## config.mk

```make
export PLATFORM = sky130hd
export DESIGN_NAME = dec_to_bcd_key_encoder
export DESIGN_NICKNAME = d
export VERILOG_FILES = /design/src/rtl/enc_pkg.sv /design/src/rtl/key_debouncer.sv /design/src/rtl/dec_to_bcd_key_encoder.sv
export SDC_FILE = /design/constraint.sdc
export NUM_CORES = 1
export LEC_CHECK = 0
export CORE_MARGIN = 8
export CORE_UTILIZATION = 45
export CTS_CLUSTER_SIZE = 25
export DETAILED_ROUTE_END_ITERATION = 10
export PLACE_DENSITY = 0.62
export SLEW_MARGIN = 15
export SYNTH_ARGS = -nofsm -noshare
export SYNTH_HDL_FRONTEND = slang
export SYNTH_SLANG_ARGS = --single-unit
```

## constraint.sdc

```tcl
create_clock -name clk -period 2.1 [get_ports clk]
set_input_delay 0.315 -clock clk [delete_from_list [all_inputs] [get_ports clk]]
set_output_delay 0.315 -clock clk [all_outputs]
set_load 0.01 [all_outputs]
```

## src/rtl/enc_pkg.sv

```systemverilog
// enc_pkg: shared constants, FSM state type and encoding helpers for dec_to_bcd_key_encoder
//   NUM_KEYS       number of decimal key lines (digits 0..9)
//   BCD_W          width of the emitted BCD code
//   state_t        IDLE / DEBOUNCE / HELD press-tracking states
//   prio_enc       highest set key index, zero-extended to BCD_W
//   onehot_or_zero true when at most one key line is set
package enc_pkg;
  localparam int NUM_KEYS = 10;
  localparam int BCD_W = 4;
  typedef enum logic [1:0] {IDLE, DEBOUNCE, HELD} state_t;
  function automatic logic [BCD_W-1:0] prio_enc(input logic [NUM_KEYS-1:0] v);
    prio_enc = '0;
    for (int i = 0; i < NUM_KEYS; i++) prio_enc = v[i] ? BCD_W'(i) : prio_enc;
  endfunction
  function automatic logic onehot_or_zero(input logic [NUM_KEYS-1:0] v);
    return (v & (v - 1'b1)) == '0;
  endfunction
endpackage

```

## src/rtl/key_debouncer.sv

```systemverilog
// key_debouncer: two-flop synchroniser plus stability counter for a bus of raw key lines
//   clk, rst  clock and asynchronous active-high reset
//   din       raw asynchronous lines
//   s         synchronised lines (second flop stage)
//   stable    one-cycle pulse when s has held the same value for DEBOUNCE_CYCLES samples
module key_debouncer #(
  parameter int W = 10,
  parameter int DEBOUNCE_CYCLES = 16,
  parameter int CNT_W = 16
) (
  input  logic         clk,
  input  logic         rst,
  input  logic [W-1:0] din,
  output logic [W-1:0] s,
  output logic         stable
);
  localparam logic [CNT_W-1:0] LAST = CNT_W'(DEBOUNCE_CYCLES - 1);
  logic [W-1:0] meta, prev;
  logic [CNT_W-1:0] cnt;
  logic hit, same;
  assign same = s == prev;
  // hit remembers that this run already produced its pulse, so the counter can saturate
  assign stable = same && cnt == LAST && !hit;
  always_ff @(posedge clk or posedge rst) begin
    if (rst) begin
      meta <= '0;
      s <= '0;
      prev <= '0;
      cnt <= '0;
      hit <= 1'b0;
    end else begin
      meta <= din;
      s <= meta;
      prev <= s;
      cnt <= !same ? '0 : cnt == LAST ? cnt : cnt + 1'b1;
      hit <= !same ? 1'b0 : cnt == LAST ? 1'b1 : hit;
    end
  end
endmodule

```

## src/rtl/dec_to_bcd_key_encoder.sv

```systemverilog
// dec_to_bcd_key_encoder: debounces ten decimal key lines and emits each press once as BCD over valid/ready
//   clk, rst   clock and asynchronous active-high reset
//   keys       raw key lines, bit i = digit i
//   bcd        code of the accepted key, held while bcd_valid & !bcd_ready
//   bcd_valid  bcd holds an unconsumed code
//   bcd_ready  consumer takes bcd this cycle
//   ovf        sticky flag: a press was dropped because the previous code was unconsumed
//   clr_ovf    synchronous clear of ovf (a simultaneous drop wins)
//   err        one-cycle pulse on a multi-key accept, only when MULTI_KEY_ERR_EN is defined
module dec_to_bcd_key_encoder
  import enc_pkg::*;
#(
  parameter int DEBOUNCE_CYCLES = 16,
  parameter int CNT_W = 16
) (
  input  logic       clk,
  input  logic       rst,
  input  logic [9:0] keys,
  output logic [3:0] bcd,
  output logic       bcd_valid,
  input  logic       bcd_ready,
  output logic       ovf,
  input  logic       clr_ovf
`ifdef MULTI_KEY_ERR_EN
  ,
  output logic       err
`endif
);
  state_t state;
  logic [NUM_KEYS-1:0] s;
  logic stable, accept, multi, emit, load;
  key_debouncer #(
    .W(NUM_KEYS),
    .DEBOUNCE_CYCLES(DEBOUNCE_CYCLES),
    .CNT_W(CNT_W)
  ) u_deb (
    .clk(clk),
    .rst(rst),
    .din(keys),
    .s(s),
    .stable(stable)
  );
`ifdef MULTI_KEY_ERR_EN
  assign multi = !onehot_or_zero(s);
`else
  assign multi = 1'b0;
`endif
  assign accept = state == DEBOUNCE && s != '0 && stable;
  assign emit = accept && !multi;
  // the slot is free if empty or being drained on this very edge
  assign load = emit && (!bcd_valid || bcd_ready);
  always_ff @(posedge clk or posedge rst) begin
    if (rst) begin
      state <= IDLE;
      bcd <= '0;
      bcd_valid <= 1'b0;
      ovf <= 1'b0;
`ifdef MULTI_KEY_ERR_EN
      err <= 1'b0;
`endif
    end else begin
      case (state)
        IDLE:     state <= s != '0 ? DEBOUNCE : IDLE;
        DEBOUNCE: state <= s == '0 ? IDLE : stable ? HELD : DEBOUNCE;
        HELD:     state <= s == '0 && stable ? IDLE : HELD;
        default:  state <= IDLE;
      endcase
      bcd <= load ? prio_enc(s) : bcd;
      bcd_valid <= load || (bcd_valid && !bcd_ready);
      ovf <= (emit && !load) || (ovf && !clr_ovf);
`ifdef MULTI_KEY_ERR_EN
      err <= accept && multi;
`endif
    end
  end
endmodule

```

==> results.yml <==
clock_network:
  clk_latency_ns: 0.31
  total_clock_buffers_created_by_cts: 5
  clock_tree_from_tritoncts: "built"
  cts.reportedPaths.clkPinSlew_ns: 0.11
  ctsRootBufferMaster: "sky130_fd_sc_hd__clkbuf_8"
  cts.sinks: 55
  cts_htree_levels: 2
  clockBufferDepth: 2
route:
  routed_via_density: 5.15
  number_of_vias_in_the_routed_layout: 1299
  wirelength_um: 3700
  drt.antenna.violating_nets: 0
  iter_0_drt_violations: 51
  total_drc_errors_in_the_routed_layout: 0
  routed_wire_length_per_instance_um: 14.7
  dr.pass1.iters: 4
floorplanning:
  ios: 20
  die-height_um: 84.3
  floorplan.die_area_um2: 7100
  initial_utilization: 0.456
  std_cell_rows: 25
  fp.dieW_um: 84.3
  core_area_um2: 4600
sta:
  maxClockFrequency_mhz: 510
  fin_skew_ns: 0.00729
  fin_crit_ns: 1.96
  finalSetupViolCount: 0
  worst_pin_slew_ns: 0.525
  grt_setup_unrepaired: "no"
  final-hold-violation-count: 0
  setup-tns-final_ns: 0
  finalCritPeriodShare: 0.933
  relSlewSlack: 0.648
  finalWorstSetupSlack_ns: 0.141
  slew_violations: 0
  hold_ws_ns: 0.304
placement:
  port-buffer-count: 19
  dpl.cell_count: 243
  place_worst_setup_slack_ns: 0.0480
  detailed_place_hpwl_um: 2720
  globalplace.congestion: 0.794
global_routing:
  grt_max_degree: 38
  globalRouteTotalUtil: 0.112
  vias_in_the_first_global_route: 1379
  grt_antenna_before_repair: 0
  grt_pass1_wl_um: 6480
  total_grt_overflow: 0
job:
  cap_violations: 0
setup_path:
  regToRegSetupSlack_ns: 0.14
  criticalPathCategory: "register to register"
  cp_data_required_time_ns: 2.31
  worst_setup_path_end_kind: "register"
  crit_path_cell_trace: "ha_1, and3_1, nand4_2, nor4_4, mux2_2"
  worstPathArrival_ns: 2.17
  crit_path_top_delay_cell: "sky130_fd_sc_hd__dfrtp_1"
  longest_individual_stage_delay_on_the_worst_path_ns: 0.43
  path_max_fanout: 5
  start_kind: "register"
finish:
  layout_fillers: 395
  n_antenna_cell: 0
  syn_to_final_growth_pct: 20.8
  num-nets-final: 212
  finish.cell_count_without_fillers: 252
  fraction_of_layout_cells_with_a_size_suffix_above_1: 0.131
  ff_latch_area_um2: 1380
  multi_input_comb_area_um2: 696
power_and_ir_drop:
  p_leak_nw: 1.08
  max-vdd-ir-drop_v: 0.000480
  powerDensity_nw_per_um2: 718
synthesis:
  ys_types: 30
  synth.avg_cell_area_um2: 12.7
  syn_nets: 180
  ys.flop_type: "sky130_fd_sc_hd__dfrtp_1"
  ys_warn_count: 0
  netlist_instances: 165
  ys_seq_area_frac: 0.656
  ys_async_sr_fraction: 1.00
  post_synthesis_instance_area_um2: 2100
  postSynthRegisterBits: 55
  synth_enable_flop_cells: 0
worst_hold_path:
  min_path_type: "input pin to asynchronous set/reset pin"
outcome:
  outcome: "complete, no violations"
[state kept, by name, indices dropped and copies added, names as in the netlist]
| name | flops |
|---|---|
| u_deb.hit | 1 |
| ovf | 1 |
| u_deb.meta | 10 |
| u_deb.s | 10 |
| bcd | 4 |
| u_deb.cnt | 16 |
| state | 2 |
| u_deb.prev | 10 |
| bcd_valid | 1 |
[cell families after synthesis]
group           Yosys count  share of synthesized area
simple gates             59                      0.159
fa+ha+maj                 1                    0.00597
compound gates           12                     0.0394
flops                    55                      0.656
xor+xnor                 23                     0.0961
mux                       5                     0.0257
buf+inv                  10                     0.0179
[Yosys cell counts, types with 2 or more instances]
master / number / share of area
sky130_fd_sc_hd__nor4_2: 2 / 0.012
sky130_fd_sc_hd__nand4_1: 8 / 0.024
sky130_fd_sc_hd__a21oi_1: 2 / 0.0048
sky130_fd_sc_hd__nor2_1: 21 / 0.038
sky130_fd_sc_hd__dfrtp_1: 55 / 0.66
sky130_fd_sc_hd__inv_1: 8 / 0.014
sky130_fd_sc_hd__and4_1: 3 / 0.013
sky130_fd_sc_hd__nand3_1: 5 / 0.012
sky130_fd_sc_hd__nor3_1: 5 / 0.012
sky130_fd_sc_hd__mux2_2: 3 / 0.016
sky130_fd_sc_hd__o21ai_0: 3 / 0.0072
sky130_fd_sc_hd__xnor2_1: 5 / 0.021
sky130_fd_sc_hd__nand2_1: 5 / 0.0090
sky130_fd_sc_hd__xor2_1: 18 / 0.075
sky130_fd_sc_hd__clkbuf_1: 2 / 0.0036
sky130_fd_sc_hd__nor4_1: 4 / 0.012
sky130_fd_sc_hd__nand2b_1: 2 / 0.0060
sky130_fd_sc_hd__mux2i_1: 2 / 0.0095
[critical path: cells and delay by family, from the launching register on]
family                     cells  cell delay [ns]
muxes                          1             0.38
DFF                            1             0.43
adders and majority gates      1             0.23
and+or+nand+nor                3             0.82
[final cells by class]
| class | instances | area share |
|---|---|---|
| flip-flops and latches | 55 | 0.543 |
| clock buffers | 5 | 0.0272 |
| well taps | 54 | 0.0267 |
| multi-input cells | 100 | 0.275 |
| inverters | 8 | 0.0119 |
| repair buffers | 27 | 0.104 |
| clock inverters | 3 | 0.0124 |
[through the flow]
step,total power (W),cell area (µm²),util
after floorplan,0.00116,2100,-
after global placement,0.00121,2410,0.525
after detailed placement,0.00121,2410,0.525
after CTS,0.00184,2510,0.546
after global routing,0.00190,2530,0.551
final,0.00182,2530,0.551
[placed cells by master, fill, tap and decap left out]
cell type and count:
sky130_fd_sc_hd__nor4_4 1, sky130_fd_sc_hd__o21bai_1 1, sky130_fd_sc_hd__dfrtp_1 55, sky130_fd_sc_hd__nor3_1 5, sky130_fd_sc_hd__inv_8 2, sky130_fd_sc_hd__inv_1 7
sky130_fd_sc_hd__nand2_1 5, sky130_fd_sc_hd__clkbuf_8 5, sky130_fd_sc_hd__and3_1 1, sky130_fd_sc_hd__nand2b_1 2, sky130_fd_sc_hd__clkinv_4 1, sky130_fd_sc_hd__nand3_1 5
sky130_fd_sc_hd__nor2_1 21, sky130_fd_sc_hd__a31oi_1 1, sky130_fd_sc_hd__o21ai_0 3, sky130_fd_sc_hd__o311ai_0 1, sky130_fd_sc_hd__or3_1 1, sky130_fd_sc_hd__buf_4 7
sky130_fd_sc_hd__mux2i_1 2, sky130_fd_sc_hd__o31a_1 1, sky130_fd_sc_hd__a21oi_1 2, sky130_fd_sc_hd__nand4_1 8, sky130_fd_sc_hd__a221o_1 1, sky130_fd_sc_hd__buf_12 1
sky130_fd_sc_hd__nor4_2 4, sky130_fd_sc_hd__a211oi_1 1, sky130_fd_sc_hd__mux2_2 3, sky130_fd_sc_hd__xor2_1 18, sky130_fd_sc_hd__nor4_1 2, sky130_fd_sc_hd__nand4_2 1
sky130_fd_sc_hd__inv_2 1, sky130_fd_sc_hd__clkdlybuf4s50_1 19, sky130_fd_sc_hd__xnor2_1 5, sky130_fd_sc_hd__o32ai_1 1, sky130_fd_sc_hd__ha_1 1, sky130_fd_sc_hd__and4_1 3
[metal layers]
| metal | track usage | part of all wire |
|---|---|---|
| met5 | 0 | 0 |
| met4 | 0.0471 | 0.016 |
| met3 | 0.0358 | 0.039 |
| met2 | 0.162 | 0.45 |
| met1 | 0.150 | 0.50 |
[power by group]
group          switching, W  total [W]  internal [W]
sequential        0.0000169    0.00110       0.00109
clock              0.000371   0.000625      0.000254
combinational     0.0000435  0.0000884     0.0000449
total              0.000432    0.00182       0.00139
[what timing repair did]
action	4_1_cts	5_1_grt
hold buffers	0	0
endpoints found under the setup margin	0	4
resized for setup	0	2
endpoints found under the hold margin	0	0
buffers inserted	0	1
[final timing paths]
| path | from | cells past startpoint | endpoint |
|---|---|---|---|
| min in group clk | u_deb.meta[1] | 0 | u_deb.s[1] |
| min | rst | 2 | u_deb.meta[9] |
| max | u_deb.cnt[0] | 5 | bcd[2] |
| max in group asynchronous | rst | 3 | u_deb.hit |
| min reg2reg | u_deb.meta[1] | 0 | u_deb.s[1] |
| max reg2reg | u_deb.cnt[0] | 5 | bcd[2] |
(Power assumes the default switching activity.)
